File: src/rtl/tap_window_pkg.sv
// rtl/tap_window_pkg.sv - shared state encodings and pointer sizing for the tap window reader
package tap_window_pkg;

    localparam logic [0:0] ST_IDLE   = 1'b0;
    localparam logic [0:0] ST_STREAM = 1'b1;

    function automatic int ptr_width(input int n);
        return (n < 2) ? 1 : $clog2(n);
    endfunction

endpackage

File: src/rtl/wrap_counter.sv
// rtl/wrap_counter.sv - modulo-N up/down counter with load and clear, for buffer pointers
module wrap_counter
    import tap_window_pkg::*;
#(
    parameter int modulus = 8,
    parameter int width   = ptr_width(modulus)
) (
    input  logic             i_clk,
    input  logic             i_rst_n,
    input  logic             i_clear,
    input  logic             i_load,
    input  logic [width-1:0] i_load_val,
    input  logic             i_inc,
    input  logic             i_dec,
    output logic [width-1:0] o_count
);

    localparam logic [width-1:0] MAX_VAL = width'(modulus - 1);

    logic [width-1:0] r_count;

    // Wrap is an explicit compare so non-power-of-two moduli stay in range.
    always_ff @(posedge i_clk or negedge i_rst_n) begin
        if (!i_rst_n) begin
            r_count <= '0;
        end else if (i_clear) begin
            r_count <= '0;
        end else if (i_load) begin
            r_count <= i_load_val;
        end else if (i_inc && !i_dec) begin
            r_count <= (r_count == MAX_VAL) ? '0 : r_count + 1'b1;
        end else if (i_dec && !i_inc) begin
            r_count <= (r_count == '0) ? MAX_VAL : r_count - 1'b1;
        end
    end

    assign o_count = r_count;

endmodule

File: src/rtl/tap_window_reader.sv
// rtl/tap_window_reader.sv - circular sample window streamed newest-first per accepted sample; optional TAP_WINDOW_FLUSH_EN adds a flush port
module tap_window_reader
    import tap_window_pkg::*;
#(
    parameter int size      = 8,
    parameter int bit_width = 8
) (
    input  logic                     clk,
    input  logic                     rst,
`ifdef TAP_WINDOW_FLUSH_EN
    input  logic                     flush,
`endif
    input  logic                     sample_valid,
    input  logic [bit_width-1:0]     sample_in,
    output logic                     sample_ready,
    output logic                     out_valid,
    input  logic                     out_ready,
    output logic [bit_width-1:0]     out_data,
    output logic [$clog2(size)-1:0]  out_index,
    output logic                     out_last,
    output logic                     done
);

    localparam int PW = ptr_width(size);
    localparam logic [PW-1:0] LAST_IDX = PW'(size - 1);

    logic [bit_width-1:0] r_mem [size];
    logic [0:0]           r_state;
    logic [PW-1:0]        r_index;
    logic                 r_done;

    logic [PW-1:0] w_wr_ptr;
    logic [PW-1:0] w_rd_ptr;
    logic          w_flush;
    logic          w_streaming;
    logic          w_accept;
    logic          w_beat;
    logic          w_last;

`ifdef TAP_WINDOW_FLUSH_EN
    assign w_flush = flush && (r_state == ST_IDLE);
`else
    assign w_flush = 1'b0;
`endif

    assign w_streaming  = (r_state == ST_STREAM);
    assign sample_ready = !w_streaming && !w_flush;
    assign w_accept     = sample_ready && sample_valid;
    assign w_beat       = w_streaming && out_ready;
    assign w_last       = w_streaming && (r_index == LAST_IDX);

    assign out_valid = w_streaming;
    assign out_data  = w_streaming ? r_mem[w_rd_ptr] : '0;
    assign out_index = r_index;
    assign out_last  = w_last;
    assign done      = r_done;

    wrap_counter #(.modulus(size), .width(PW)) u_wr_ptr (
        .i_clk      (clk),
        .i_rst_n    (rst),
        .i_clear    (w_flush),
        .i_load     (1'b0),
        .i_load_val ('0),
        .i_inc      (w_accept),
        .i_dec      (1'b0),
        .o_count    (w_wr_ptr)
    );

    // Read pointer starts on the slot just written, then walks backwards to older samples.
    wrap_counter #(.modulus(size), .width(PW)) u_rd_ptr (
        .i_clk      (clk),
        .i_rst_n    (rst),
        .i_clear    (1'b0),
        .i_load     (w_accept),
        .i_load_val (w_wr_ptr),
        .i_inc      (1'b0),
        .i_dec      (w_beat),
        .o_count    (w_rd_ptr)
    );

    always_ff @(posedge clk or negedge rst) begin
        if (!rst) begin
            for (int i = 0; i < size; i++) r_mem[i] <= '0;
        end else if (w_flush) begin
            for (int i = 0; i < size; i++) r_mem[i] <= '0;
        end else if (w_accept) begin
            r_mem[w_wr_ptr] <= sample_in;
        end
    end

    always_ff @(posedge clk or negedge rst) begin
        if (!rst) begin
            r_state <= ST_IDLE;
            r_index <= '0;
            r_done  <= 1'b0;
        end else begin
            r_done <= 1'b0;
            case (r_state)
                ST_IDLE: begin
                    if (w_accept) begin
                        r_state <= ST_STREAM;
                        r_index <= '0;
                    end
                end
                ST_STREAM: begin
                    if (w_beat) begin
                        if (w_last) begin
                            r_state <= ST_IDLE;
                            r_index <= '0;
                            r_done  <= 1'b1;
                        end else begin
                            r_index <= r_index + 1'b1;
                        end
                    end
                end
                default: begin
                    r_state <= ST_IDLE;
                    r_index <= '0;
                end
            endcase
        end
    end

endmodule

File: config.mk
export PLATFORM = sky130hd
export DESIGN_NAME = tap_window_reader
export DESIGN_NICKNAME = d
export VERILOG_FILES = /design/src/rtl/tap_window_pkg.sv /design/src/rtl/wrap_counter.sv /design/src/rtl/tap_window_reader.sv
export SDC_FILE = /design/constraint.sdc
export NUM_CORES = 1
export LEC_CHECK = 0
export ABC_AREA = 1
export CAP_MARGIN = 20
export CELL_PAD_IN_SITES_DETAIL_PLACEMENT = 0
export CELL_PAD_IN_SITES_GLOBAL_PLACEMENT = 1
export CORE_ASPECT_RATIO = 0.7
export CORE_MARGIN = 2
export CORE_UTILIZATION = 25
export DETAILED_ROUTE_END_ITERATION = 6
export PLACE_DENSITY_LB_ADDON = 0.1
export SLEW_MARGIN = 5
export SYNTH_ARGS = -nofsm -noshare
export SYNTH_HDL_FRONTEND = slang
export SYNTH_SLANG_ARGS = --single-unit
export TNS_END_PERCENT = 100
File: constraint.sdc
create_clock -name clk -period 2.4 [get_ports clk]
set_input_delay 0.48 -clock clk [delete_from_list [all_inputs] [get_ports clk]]
set_output_delay 0.48 -clock clk [all_outputs]
set_load 0.01 [all_outputs]
==> results of run 1 <==
==> cells in the final DEF, fill, tap and decap left out, drive strengths merged <==
master	n
o211ai	3
ha	6
dlygate4sd2	8
a22oi	1
clkdlybuf4s50	17
o21ai	68
a21oi	1
buf	13
nand3	47
inv	86
nor2	25
dfrtp	75
clkinv	3
or2	1
nand2	160
o22ai	2
clkbuf	13
==> repair_timing <==
action	CTS	global route
resized for setup	12	0
hold buffers	0	0
endpoints found under the setup margin	8	0
setup buffers	1	0
==> stage by stage <==
stage	util	cell area [um2]	power, W	instances	setup slack (ns)
2_1_floorplan	-	3890	0.003746	498	0.7513
3_3_place_gp	0.2863	4397	0.004931	713	0.1386
3_5_place_dp	0.2863	4397	0.004927	713	0.08928
4_1_cts	0.3050	4683	0.006209	729	0.1294
5_1_grt	0.3050	4683	0.006708	729	0.009690
6_report	0.3050	4683	0.006105	729	0.1512
==> cell families (layout without fill, tap and decap cells) <==
group / count (synthesis) / count (layout) / share of synthesized area
flip-flops: 75 / 75 / 0.4825
AND/OR/NAND/NOR: 233 / 233 / 0.2660
adder cells (fa/ha/maj): 6 / 6 / 0.01930
buffers and inverters: 109 / 140 / 0.1248
AO/OA/AOI/OAI: 75 / 75 / 0.1074
==> final cells by class <==
cell class | instances | area share
Sequential cell | 75 | 0.4010
Multi-Input combinational cell | 314 | 0.3278
Timing Repair Buffer | 38 | 0.08816
Inverter | 87 | 0.06973
Clock buffer | 13 | 0.05771
Tap cell | 200 | 0.05343
Clock inverter | 2 | 0.002137
==> where the power goes <==
group	switching (W)	internal [W]
clock	0.000517	0.000776
sequential	0.000328	0.00178
combinational	0.00161	0.00109
==> worst max path at each step <==
stage | start | end | cells after the start
2_1_floorplan | u_rd_ptr.o_count[1]$_DFFE_PN0P_ | out_data[6] | 7
3_3_place_gp | u_rd_ptr.o_count[0]$_DFFE_PN0P_ | out_data[6] | 8
3_5_place_dp | u_rd_ptr.o_count[0]$_DFFE_PN0P_ | out_data[6] | 8
4_1_cts | u_rd_ptr.o_count[0]$_DFFE_PN0P_ | out_data[4] | 8
5_1_grt | u_rd_ptr.o_count[0]$_DFFE_PN0P_ | out_data[4] | 8
6_report | u_rd_ptr.o_count[0]$_DFFE_PN0P_ | out_data[4] | 8
==> routing by layer <==
layer  part of all wire  track usage  up-vias
li1                   -            -     1595
met1               0.56       0.2372     1457
met2               0.40       0.2143       46
met3              0.035      0.03086        4
met4             0.0055      0.03968        0
met5                  0            0        -
==> sequential cells by signal, indices dropped and copies added, names as in the netlist <==
signal            flops
u_rd_ptr.o_count      3
r_mem                64
done                  1
out_valid             1
u_wr_ptr.o_count      3
out_index             3
==> critical path, cell delays in order (launching register included) <==
cell	delay (ns)
dfrtp_2	0.41
inv_1	0.10
buf_4	0.19
nand2_1	0.07
nand3_1	0.06
nand3_1	0.11
nand2_1	0.06
nor2_1	0.15
dlygate4sd2_1	0.29
==> insert_results.sql, run 1 <==
INSERT INTO impl_metrics (metric_group, metric, value, unit) VALUES
('worst_setup_path', 'crit_fanout', '11', ''),
('power', 'ir_drop', '346.7', 'uV'),
('worst_setup_path', 'end_kind', 'output pin', ''),
('logic_synthesis', 'synth_unique_cells', '25', ''),
('timing', 'timing.hold.ws', '0.1037', 'ns'),
('die', 'core-area', '15360', 'um2'),
('worst_setup_path', 'worst-setup-path-type', 'flop to output pin', ''),
('timing', 'max-slew-margin-rel', '0.6335', ''),
('die', 'chipWidth', '153.1', 'um'),
('power', 'powerDensity', '1304', 'nW/um2'),
('die', 'row_count', '38', ''),
('timing', 'min_period_over_period', '0.9370', ''),
('worst_setup_path', 'r2r_end', 'r_mem[4]$_DFFE_PN0P_', ''),
('die', 'design.die.area', '16590', 'um2'),
('logic_synthesis', 'synth.top_cell.area_share', '0.4825', ''),
('logic_synthesis', 'post_syn_area_per_cell', '7.811', 'um2'),
('logic_synthesis', 'synth_nets', '516', ''),
('power', 'total_leakage_power', '2.267', 'nW'),
('global_route', 'grt_start_max_net_pins', '37', ''),
('detailed_routing', 'drtIter0Drc', '220', ''),
('clock_network', 'clock_tree.htree_level_count', '3', ''),
('logic_synthesis', 'synth_most_common_cell', 'nand2_1', ''),
('timing', 'finalHoldViolations', '0', ''),
('timing', 'finalSetupTns', '0', 'ns'),
('placed_design', 'weighted_congestion_reported_at_the_end_of_routability_driven_placement', '0.7619', ''),
('clock_network', 'worst_setup_hold_path_clk_slew', '0.06', 'ns'),
('worst_setup_path', 'r2r_setup_slack', '0.59', 'ns'),
('logic_synthesis', 'ys_warn_count', '0', ''),
('cells_and_area', 'regArea', '1878', 'um2'),
('job', 'maxCapViolations', '0', ''),
('logic_synthesis', 'post_synth_instance_area', '3890', 'um2'),
('logic_synthesis', 'netlist_instances', '498', ''),
('detailed_routing', 'vias', '3102', ''),
('cells_and_area', 'antenna_cells', '0', ''),
('detailed_routing', 'drt-vias-per-instance', '4.255', ''),
('logic_synthesis', 'ys_top_cells_by_count', '156 x nand2_1, 82 x inv_1, 75 x dfrtp_1', ''),
('cells_and_area', 'layout.nets', '543', ''),
('global_route', 'number_of_global_route_vias_before_repair', '3071', ''),
('logic_synthesis', 'yosysSeqAreaShare', '0.4825', ''),
('status', 'run_status', 'finished, final reports clean', ''),
('logic_synthesis', 'synth.area.top_cells', 'dfrtp_1 48%, nand2_1 15%, inv_1 7.9%, nand3_1 5.7%, o21ai_0 5.4%', ''),
('timing', 'fin_worst_skew', '0.005559', 'ns'),
('logic_synthesis', 'async_reset_ff_frac', '1.000', ''),
('clock_network', 'max_buffers_root_to_sink', '2', ''),
('timing', 'slew_violations', '0', ''),
('die', 'floorplan.initialDensity', '0.2533', ''),
('worst_hold_path', 'worst_hold_class', 'input port to async pin', ''),
('detailed_routing', 'drt_drc', '0', ''),
('timing', 'final.min_clock_period', '2.249', 'ns'),
('clock_network', 'cts_tree', 'yes', ''),
('timing', 'slew_of_the_pin_with_the_lowest_slew_margin', '0.5497', 'ns'),
('global_route', 'grt_overflow', '0', ''),
('logic_synthesis', 'synth_enable_flop_cells', '0', ''),
('clock_network', 'ctsRootBufferMaster', 'clkbuf_16', ''),
('worst_setup_path', 'worst-r2r-cell-count', '6', ''),
('die', 'num_io_pins', '27', ''),
('logic_synthesis', 'yosys.area.top_type', 'dfrtp_1', ''),
('global_route', 'grt_first_pass_wirelength', '18910', 'um'),
('cells_and_area', 'multi_input_area', '1535', 'um2'),
('logic_synthesis', 'number_of_storage_elements_in_the_synthesis_netlist', '75', ''),
('detailed_routing', 'routed_wirelength', '11660', 'um'),
('clock_network', 'numClockSinks', '75', ''),
('clock_network', 'skew_pair_late_insertion_delay', '0.33', 'ns'),
('worst_setup_path', 'cp.required', '1.92', 'ns'),
('worst_setup_path', 'critical_path.startpoint_type', 'flop', ''),
('cells_and_area', 'fillerInstances', '1689', ''),
('detailed_routing', 'ant_nets', '0', ''),
('worst_setup_path', 'cp.arrival', '1.77', 'ns'),
('placed_design', 'io_buffer_count', '26', ''),
('detailed_routing', 'drtPass1Iterations', '4', ''),
('worst_setup_path', 'r2r_start', 'out_valid$_DFF_PN0_', ''),
('clock_network', 'cts-buffers-inserted', '9', ''),
('cells_and_area', 'drive_gt1_frac', '0.1059', ''),
('detailed_routing', 'post_drt_wl_per_cell', '15.99', 'um'),
('timing', 'final_setup_violation_count', '0', ''),
('global_route', 'grt.total_usage', '0.1533', ''),
('logic_synthesis', 'synthFlopType', 'dfrtp_1', ''),
('cells_and_area', 'syn_to_final_growth', '20.39', '%'),
('global_route', 'grt_antenna_before_repair', '0', ''),
('placed_design', 'post-dp-hpwl', '8127', 'um'),
('timing', 'maxClockFrequency', '0.4447', 'GHz'),
('die', 'die_h', '108.4', 'um'),
('timing', 'unrepaired_setup_endpoints_after_global_routing', 'false', '');
Note: power is estimated with default switching activity, not from simulation.
==> inputs of run 2 (changes only) <==
ABC_CLOCK_PERIOD_IN_PS = 2400   (was default)
CTS_CLUSTER_DIAMETER = 100   (was default)
==> results of run 2 <==
No change in the layout: final DEF, timing and power equal those of run 1.
